## config.mk

```make
export PLATFORM = sky130hd
export DESIGN_NAME = serial_adder_ctrl_flat
export DESIGN_NICKNAME = d
export VERILOG_FILES = /design/src/rtl/adder_pkg.sv /design/src/rtl/serial_adder_ctrl_if.sv /design/src/rtl/adder_digit.sv /design/src/rtl/serial_adder_ctrl.sv /design/src/flat_wrapper.sv
export SDC_FILE = /design/constraint.sdc
export NUM_CORES = 1
export LEC_CHECK = 0
export ABC_AREA = 0
export CAP_MARGIN = 30
export CORE_MARGIN = 2
export CORE_UTILIZATION = 36
export CTS_CLUSTER_DIAMETER = 100
export DETAILED_ROUTE_END_ITERATION = 12
export GPL_TIMING_DRIVEN = 0
export PLACE_DENSITY = 0.6
export RECOVER_POWER = 25
export SYNTH_ARGS = -nofsm -noshare
export SYNTH_HDL_FRONTEND = slang
export SYNTH_SLANG_ARGS = --single-unit
export TNS_END_PERCENT = 20
```

## constraint.sdc

```tcl
create_clock -name clk -period 4.5 [get_ports clk]
set_clock_uncertainty 0.2 [all_clocks]
set_input_delay 0.9 -clock clk [delete_from_list [all_inputs] [get_ports clk]]
set_output_delay 0.9 -clock clk [all_outputs]
set_load 0.03 [all_outputs]
```

## src/rtl/adder_pkg.sv

```systemverilog
// Shared definitions for the digit-serial adder controller.
//   DIGIT_W : width of one adder digit (bits processed per cycle)
//   state_e : controller FSM states
//   ndig()  : number of digits needed for a given operand width
package adder_pkg;

  localparam int unsigned DIGIT_W = 2;

  typedef enum logic [1:0] {
    IDLE = 2'd0,
    RUN  = 2'd1,
    DONE = 2'd2
  } state_e;

  function automatic int unsigned ndig(input int unsigned width);
    return width / DIGIT_W;
  endfunction

endpackage

```

## src/rtl/serial_adder_ctrl_if.sv

```systemverilog
// Operand/result handshake bundle for serial_adder_ctrl.
//   in_valid/in_ready   : operand pair handshake (a, b)
//   out_valid/out_ready : result handshake (sum, WIDTH+1 bits)
//   busy                : controller is in RUN or DONE
// master = producer/consumer side, slave = controller side.
interface serial_adder_ctrl_if #(
  parameter int unsigned WIDTH = 8
);

  logic             in_valid;
  logic             in_ready;
  logic [WIDTH-1:0] a;
  logic [WIDTH-1:0] b;
  logic             out_valid;
  logic             out_ready;
  logic [WIDTH:0]   sum;
  logic             busy;

  modport master (
    output in_valid, a, b, out_ready,
    input  in_ready, out_valid, sum, busy
  );

  modport slave (
    input  in_valid, a, b, out_ready,
    output in_ready, out_valid, sum, busy
  );

endinterface

```

## src/rtl/adder_digit.sv

```systemverilog
// Combinational single-digit adder slice.
//   a_i, b_i : DIGIT_W-bit operand digits
//   cin_i    : carry in
//   d_o      : DIGIT_W+1-bit result, MSB is carry out
module adder_digit
  import adder_pkg::*;
(
  input  logic [DIGIT_W-1:0] a_i,
  input  logic [DIGIT_W-1:0] b_i,
  input  logic               cin_i,
  output logic [DIGIT_W:0]   d_o
);

  always_comb begin
    d_o = {1'b0, a_i} + {1'b0, b_i} + {{DIGIT_W{1'b0}}, cin_i};
  end

endmodule

```

## src/rtl/serial_adder_ctrl.sv

```systemverilog
// Digit-serial add controller: adds two WIDTH-bit operands through one
// DIGIT_W-bit adder slice, least-significant digit first, carrying between
// digits, and returns a WIDTH+1-bit sum over a valid/ready handshake.
//   clk : clock, rising edge
//   rst : synchronous active-high reset
//   bus : serial_adder_ctrl_if slave (in_valid/in_ready/a/b,
//         out_valid/out_ready/sum, busy)
// WIDTH must be even and >= 2. Result appears NDIG edges after accept.
module serial_adder_ctrl
  import adder_pkg::*;
#(
  parameter int unsigned WIDTH = 8
) (
  input  logic                clk,
  input  logic                rst,
  serial_adder_ctrl_if.slave  bus
);

  localparam int unsigned NDIG   = ndig(WIDTH);
  localparam int unsigned DCNT_W = (NDIG > 1) ? $clog2(NDIG) : 1;

  state_e              state_q;
  logic [WIDTH-1:0]    a_sh_q;
  logic [WIDTH-1:0]    b_sh_q;
  logic                carry_q;
  logic [DCNT_W-1:0]   dcnt_q;
  logic [WIDTH:0]      sum_q;
  logic                in_ready_q;
  logic                out_valid_q;
  logic                busy_q;
  logic [DIGIT_W:0]    d;

  adder_digit u_digit (
    .a_i   (a_sh_q[DIGIT_W-1:0]),
    .b_i   (b_sh_q[DIGIT_W-1:0]),
    .cin_i (carry_q),
    .d_o   (d)
  );

  always_ff @(posedge clk) begin
    if (rst) begin
      state_q     <= IDLE;
      a_sh_q      <= '0;
      b_sh_q      <= '0;
      carry_q     <= 1'b0;
      dcnt_q      <= '0;
      sum_q       <= '0;
      in_ready_q  <= 1'b1;
      out_valid_q <= 1'b0;
      busy_q      <= 1'b0;
    end else begin
      unique case (state_q)
        IDLE: begin
          if (bus.in_valid) begin
            a_sh_q     <= bus.a;
            b_sh_q     <= bus.b;
            carry_q    <= 1'b0;
            dcnt_q     <= '0;
            // Cleared so digits not yet produced read as zero during RUN.
            sum_q      <= '0;
            in_ready_q <= 1'b0;
            busy_q     <= 1'b1;
            state_q    <= RUN;
          end
        end
        RUN: begin
          // Constant-index write of the current digit keeps the sum
          // register a plain set of enabled flops.
          for (int unsigned i = 0; i < NDIG; i++) begin
            if (dcnt_q == DCNT_W'(i)) begin
              sum_q[i*DIGIT_W +: DIGIT_W] <= d[DIGIT_W-1:0];
            end
          end
          carry_q <= d[DIGIT_W];
          a_sh_q  <= a_sh_q >> DIGIT_W;
          b_sh_q  <= b_sh_q >> DIGIT_W;
          if (dcnt_q == DCNT_W'(NDIG - 1)) begin
            // Exit before the counter can wrap.
            sum_q[WIDTH] <= d[DIGIT_W];
            out_valid_q  <= 1'b1;
            state_q      <= DONE;
          end else begin
            dcnt_q <= dcnt_q + 1'b1;
          end
        end
        DONE: begin
          if (bus.out_ready) begin
            out_valid_q <= 1'b0;
            busy_q      <= 1'b0;
            in_ready_q  <= 1'b1;
            state_q     <= IDLE;
          end
        end
        default: begin
          state_q     <= IDLE;
          in_ready_q  <= 1'b1;
          out_valid_q <= 1'b0;
          busy_q      <= 1'b0;
        end
      endcase
    end
  end

  assign bus.in_ready  = in_ready_q;
  assign bus.out_valid = out_valid_q;
  assign bus.sum       = sum_q;
  assign bus.busy      = busy_q;

endmodule

```

## src/flat_wrapper.sv

```systemverilog
// flat-port wrapper written by rule: the top's interface ports become plain ports
module serial_adder_ctrl_flat import adder_pkg::*;
#(
  parameter int unsigned WIDTH = 8
)
  (clk, rst, bus_in_valid, bus_a, bus_b, bus_out_ready, bus_in_ready, bus_out_valid, bus_sum, bus_busy);
  serial_adder_ctrl_if #(.WIDTH(WIDTH)) bus_i ();
  input  logic clk;
  input  logic rst;
  input wire logic [$bits(bus_i.in_valid)-1:0] bus_in_valid;
  input wire logic [$bits(bus_i.a)-1:0] bus_a;
  input wire logic [$bits(bus_i.b)-1:0] bus_b;
  input wire logic [$bits(bus_i.out_ready)-1:0] bus_out_ready;
  output wire logic [$bits(bus_i.in_ready)-1:0] bus_in_ready;
  output wire logic [$bits(bus_i.out_valid)-1:0] bus_out_valid;
  output wire logic [$bits(bus_i.sum)-1:0] bus_sum;
  output wire logic [$bits(bus_i.busy)-1:0] bus_busy;
  assign bus_i.in_valid = bus_in_valid;
  assign bus_i.a = bus_a;
  assign bus_i.b = bus_b;
  assign bus_i.out_ready = bus_out_ready;
  assign bus_in_ready = bus_i.in_ready;
  assign bus_out_valid = bus_i.out_valid;
  assign bus_sum = bus_i.sum;
  assign bus_busy = bus_i.busy;
  serial_adder_ctrl #(.WIDTH(WIDTH)) u_core (.clk(clk), .rst(rst), .bus(bus_i));
endmodule
```

==> results of run 1 <==
## synth_stat cells, types with 2 or more instances
library cell	number
a211oi_2	6
a31oi_1	2
buf_2	5
a22oi_1	4
dfxtp_1	33
clkbuf_1	4
a21oi_2	6
ha_1	4
a221oi_1	2
a21oi_1	18
nand2_1	17
buf_6	2
o32ai_1	2
nand3b_1	4
or2_0	3
nand3_1	13
nor2_1	18
nand2b_1	6
fa_1	2
buf_4	2
inv_1	5
a211oi_1	5
## where the power goes
part	leakage (uW)	switching (uW)	internal [uW]
clock	0.0000443	107	121
sequential	0.000271	9.84	309
combinational	0.000422	62.7	53.5
total	0.000737	180	484
## sequential cells by signal, summed over array words and instances, names as in the netlist, 2 cells and up
signal / flops
u_core.state_q: 2
u_core.a_sh_q: 8
u_core.b_sh_q: 8
u_core.dcnt_q: 2
u_core.bus.sum: 9
## area by class of cell
class	instances	area share, %
plain buffers	14	4.35
clock buffers	7	4.29
inverters	5	0.933
multi-input cells	123	39.4
flip-flops and latches	33	32.8
well taps	52	3.23
repair buffers	30	14.9
## logic make-up (layout without fill, tap and decap cells)
kind of cell	Yosys count	count (layout)	share of synthesized area [%]
AO/OA/AOI/OAI	51	51	24.8
adder cells (fa/ha/maj)	6	6	5.71
buffers and inverters	19	56	7.06
flip-flops	33	33	41.9
AND/OR/NAND/NOR	66	66	20.6
## per-layer routing
layer / global-route usage (%) / vias to the layer above / share of wire [%]
met5: 0 / - / 0
met3: 3.75 / 6 / 4.2
met2: 25.8 / 38 / 46
met4: 7.05 / 0 / 1.5
met1: 19.5 / 614 / 49
li1: - / 684 / -
## final timing paths
| check | startpoint | to | slack, ps | cells after the start |
|---|---|---|---|---|
| hold reg to reg | u_core.bus.out_valid | u_core.bus.out_valid | 260 | 2 |
| setup reg to reg | u_core.carry_q | u_core.bus.sum[3] | 2580 | 5 |
| hold / removal | u_core.bus.out_valid | u_core.bus.out_valid | 260 | 2 |
| setup / recovery | bus_in_valid | u_core.a_sh_q[4] | 1910 | 5 |
## through the flow
stage	cell area, sq um	util [%]
finish	2010	46.9
CTS	2030	47.2
global route	2010	46.9
floorplan	1580	-
detailed placement	1940	45.2
global placement	1940	45.2
## critical path, delay by kind of cell
| family | cells | cell delay (ps) |
|---|---|---|
| buffers and inverters | 2 | 1110 |
| AO/OA/AOI/OAI | 3 | 590 |
==> qor.yml, run 1 <==
register_area_sq_um: 661
clock_latency_ps: 280
fmax_ghz: 0.386
hold_viol: 0
synth-edff-count: 0
ant_nets: 0
cts_buffers: 5
p_leak_uw: 0.000737
clkSinkCount: 33
clockBufferDepth: 2
synthCells: 175
timing.setup.tns_ps: 0
cp.required_ps: 4500
grt_pass1_wl_mm: 6.04
wl_per_cell_um: 13.5
initialDrtViolationCount: 59
num_rows: 24
fin_crit_sh_pct: 57.6
powerDensity_mw_per_mm2: 330
start_util_pct: 36.7
pre_cts_ws_ps: 1940
crit_path_max_incr_delay_ps: 600
layout_min_cycle_time_ps: 2590
cts_hold_buf: 0
grt_usage_pct: 15.7
root_buffer: "clkbuf_8"
cts_tree: "built"
power.total_uw: 663
setup_ws_ps: 1910
ys_seq_elements: 33
syn_to_final_growth_pct: 27.6
drv_cap: 0
status: "finished, final reports clean"
async_flop_share_pct: 0
syn-mean-instance-area_sq_um: 9.01
remaining_drc_errors: 0
syn_nets: 201
first_pass_iters: 4
final_cell_mix: "dfxtp_1, clkdlybuf4s50_1, a21oi_1, nor2_1, nand2_1"
finalSetupViolCount: 0
cts_setup_buffers: 0
fillers: 452
synth.distinct_cells: 34
drive_gt1_share_pct: 13.7
worstSetupPathType: "in -> reg"
gr-total-overflow: 0
antennaDiodeCount: 0
synth-seq-area-share_pct: 41.9
fin_cells: 264
cp.arrival_ps: 2590
antenna_found_initial: 0
ios: 32
h-tree-depth: 2
hold-worst-slack_ps: 262
crit_chain: "dlygate4sd3_1 -> o21bai_1 -> clkbuf_1 -> a21oi_1 -> a211oi_1"
wl_mm: 3.57
fin_nets: 238
io_buffers: 30
endpoint_kind: "flip-flop"
vias: 1342
yosysWarnings: 0
grt_pass1_vias: 1266
slew_viol_final: 0
max-vdd-ir-drop_mv: 0.185
vias_per_cell: 5.08
worst-path-max-fanout: 10
synth_top_area_share_pct: 41.9
grt_max_degree: 11
worst_pin_slew_ps: 603
synth_area_leaders: "dfxtp_1, a21oi_1, a211oi_2"
gp_congestion: 0.871
die_width_um: 70.2
die_h_um: 70.2
slowest_stage: "dlygate4sd3_1"
cts_resized: 0
multiInputGateArea_sq_um: 793
min_path_type: "reg -> reg"
coreArea_sq_mm: 0.00429
dpl.hpwl_mm: 2.48
dpl.cell_count: 257
rsz0062_at_grt: "no"
synth_area_leader_cell: "dfxtp_1"
clk_pin_slew_ps: 70
layout_commonest_cell: "dfxtp_1"
relSlewSlack_pct: 59.8
die-area_sq_mm: 0.00492
start_kind: "input pin"
synth_area_sq_mm: 0.00158
synth_flop_cell: "dfxtp_1"
(Power assumes the default switching activity.)
==> inputs of run 2 (changes only) <==
PLACE_DENSITY = 0.63   (was 0.6)
clock period = 2.22 ns   (was 4.5 ns; I/O delays follow)
==> run 2 against run 1 <==
Net effect:
- setup slack worse by 1600 ps
- first-iteration DRC count is 32% higher
- critical path depth down 4
- highest routed layer unchanged
- hold slack worse by 5.5 ps
- via count down 1.8%
- non-clock buffer count is the same
==> qor.yml, run 2 (synthesis results as in run 1) <==
fin_crit_sh_pct: 88.0
cts_tree: "built"
endpoint_kind: "primary output"
cp.required_ps: 1580
largest_register_ffs: 9
ant_nets: 0
grt_pass1_wl_mm: 5.95
clk_pin_slew_ps: 60
layout_commonest_cell: "dfxtp_1"
remaining_drc_errors: 0
final_cell_mix: "dfxtp_1, clkdlybuf4s50_1, a21oi_1, nor2_1, nand2_1"
io_buffers: 30
drive_gt1_share_pct: 14.6
cts_hold_buf: 0
start_kind: "flip-flop"
wl_per_cell_um: 13.0
max-vdd-ir-drop_mv: 0.315
fin_nets: 238
vias_per_cell: 4.97
clockBufferDepth: 2
gr-total-overflow: 0
whs_endpoint: "u_core.bus.out_valid"
worst-path-buf-inv: 1
layout_min_cycle_time_ps: 1950
gp_congestion: 0.846
hold_viol: 0
clock_latency_ps: 290
r2r_slack_ps: 300
finalSetupViolCount: 0
met2_length_mm: 1.58
cts_buffers: 5
wl_mm: 3.44
grt_max_degree: 11
syn_to_final_growth_pct: 28.3
min_path_type: "reg -> reg"
crit_family: "buffers and inverters"
relSlewSlack_pct: 58.3
grt_pass1_vias: 1241
die_width_um: 70.2
die-area_sq_mm: 0.00492
met3WireLength_um: 180
highest_layer: "met4"
r2r-start: "u_core.carry_q"
r2r_end: "u_core.bus.sum[1]"
first_pass_iters: 4
crit_chain: "clkdlybuf4s50_1"
grt_usage_pct: 15.7
antenna_found_initial: 0
r2r_cells: 5
fin_area_sq_mm: 0.00202
cts_setup_buffers: 0
dpl.hpwl_mm: 2.46
start_util_pct: 36.7
met1_length_mm: 1.59
rsz0062_at_grt: "no"
slew_viol_final: 0
fmax_ghz: 0.512
place_area_sq_mm: 0.00194
num_rows: 24
die_h_um: 70.2
startpoint: "u_core.bus.busy"
status: "finished, final reports clean"
initialDrtViolationCount: 78
worst_pin_slew_ps: 625
vias: 1318
clkSinkCount: 33
root_buffer: "clkbuf_8"
fillers: 436
whs_path_depth: 2
h-tree-depth: 2
power.total_uw: 1320
antennaDiodeCount: 0
timing.setup.tns_ps: 0
cts_resized: 0
worstHoldStart: "u_core.bus.out_valid"
ios: 32
final_core_util_pct: 47.1
coreArea_sq_mm: 0.00429
drv_cap: 0
powerDensity_mw_per_mm2: 655
worstSetupPathType: "reg -> out"
worst-path-max-fanout: 3
cp.arrival_ps: 1310
p_leak_uw: 0.000744
crit_path_max_incr_delay_ps: 680
slowest_stage: "clkdlybuf4s50_1"
[run 2: routing by layer]
metal | vias up | track usage, %
met2 | 35 | 24.9
li1 | 683 | -
met1 | 591 | 19.4
met3 | 9 | 4.91
met5 | - | 0
met4 | 0 | 7.26
[run 2: area by class of cell]
class	instances	area, sq um	area share, %
Clock inverter	2	10.0	0.495
Inverter	5	18.8	0.928
Sequential cell	33	661	32.7
Tap cell	52	65.1	3.22
Buffer	14	90.1	4.46
Clock buffer	6	72.6	3.59
Multi-Input combinational cell	123	805	39.8
Timing Repair Buffer	30	300	14.9
[run 2: how the worst max path moves through the flow]
stage | end | slack [ps] | cells after the start
4_1_cts | bus_busy | 240 | 1
2_1_floorplan | u_core.bus.sum[3] | 420 | 5
5_1_grt | u_core.a_sh_q[4] | 140 | 5
3_3_place_gp | u_core.bus.sum[8] | 130 | 5
3_5_place_dp | u_core.bus.sum[7] | 130 | 5
6_report | bus_busy | 270 | 1
[run 2: through the flow]
| stage | hold WS (ps) | cells | setup slack, ps |
|---|---|---|---|
| final | 257 | 265 | 267 |
| after detailed placement | 251 | 257 | 129 |
| after global routing | 286 | 265 | 135 |
| after CTS | 259 | 265 | 244 |
| after global placement | 246 | 257 | 131 |
| after floorplan | 266 | 175 | 422 |
[run 2: power breakdown]
part	switching, uW	total (uW)	internal, uW	leakage [uW]
Combinational	126	236	110	0.000429
Sequential	19.0	644	625	0.000271
Clock	227	444	217	0.0000450
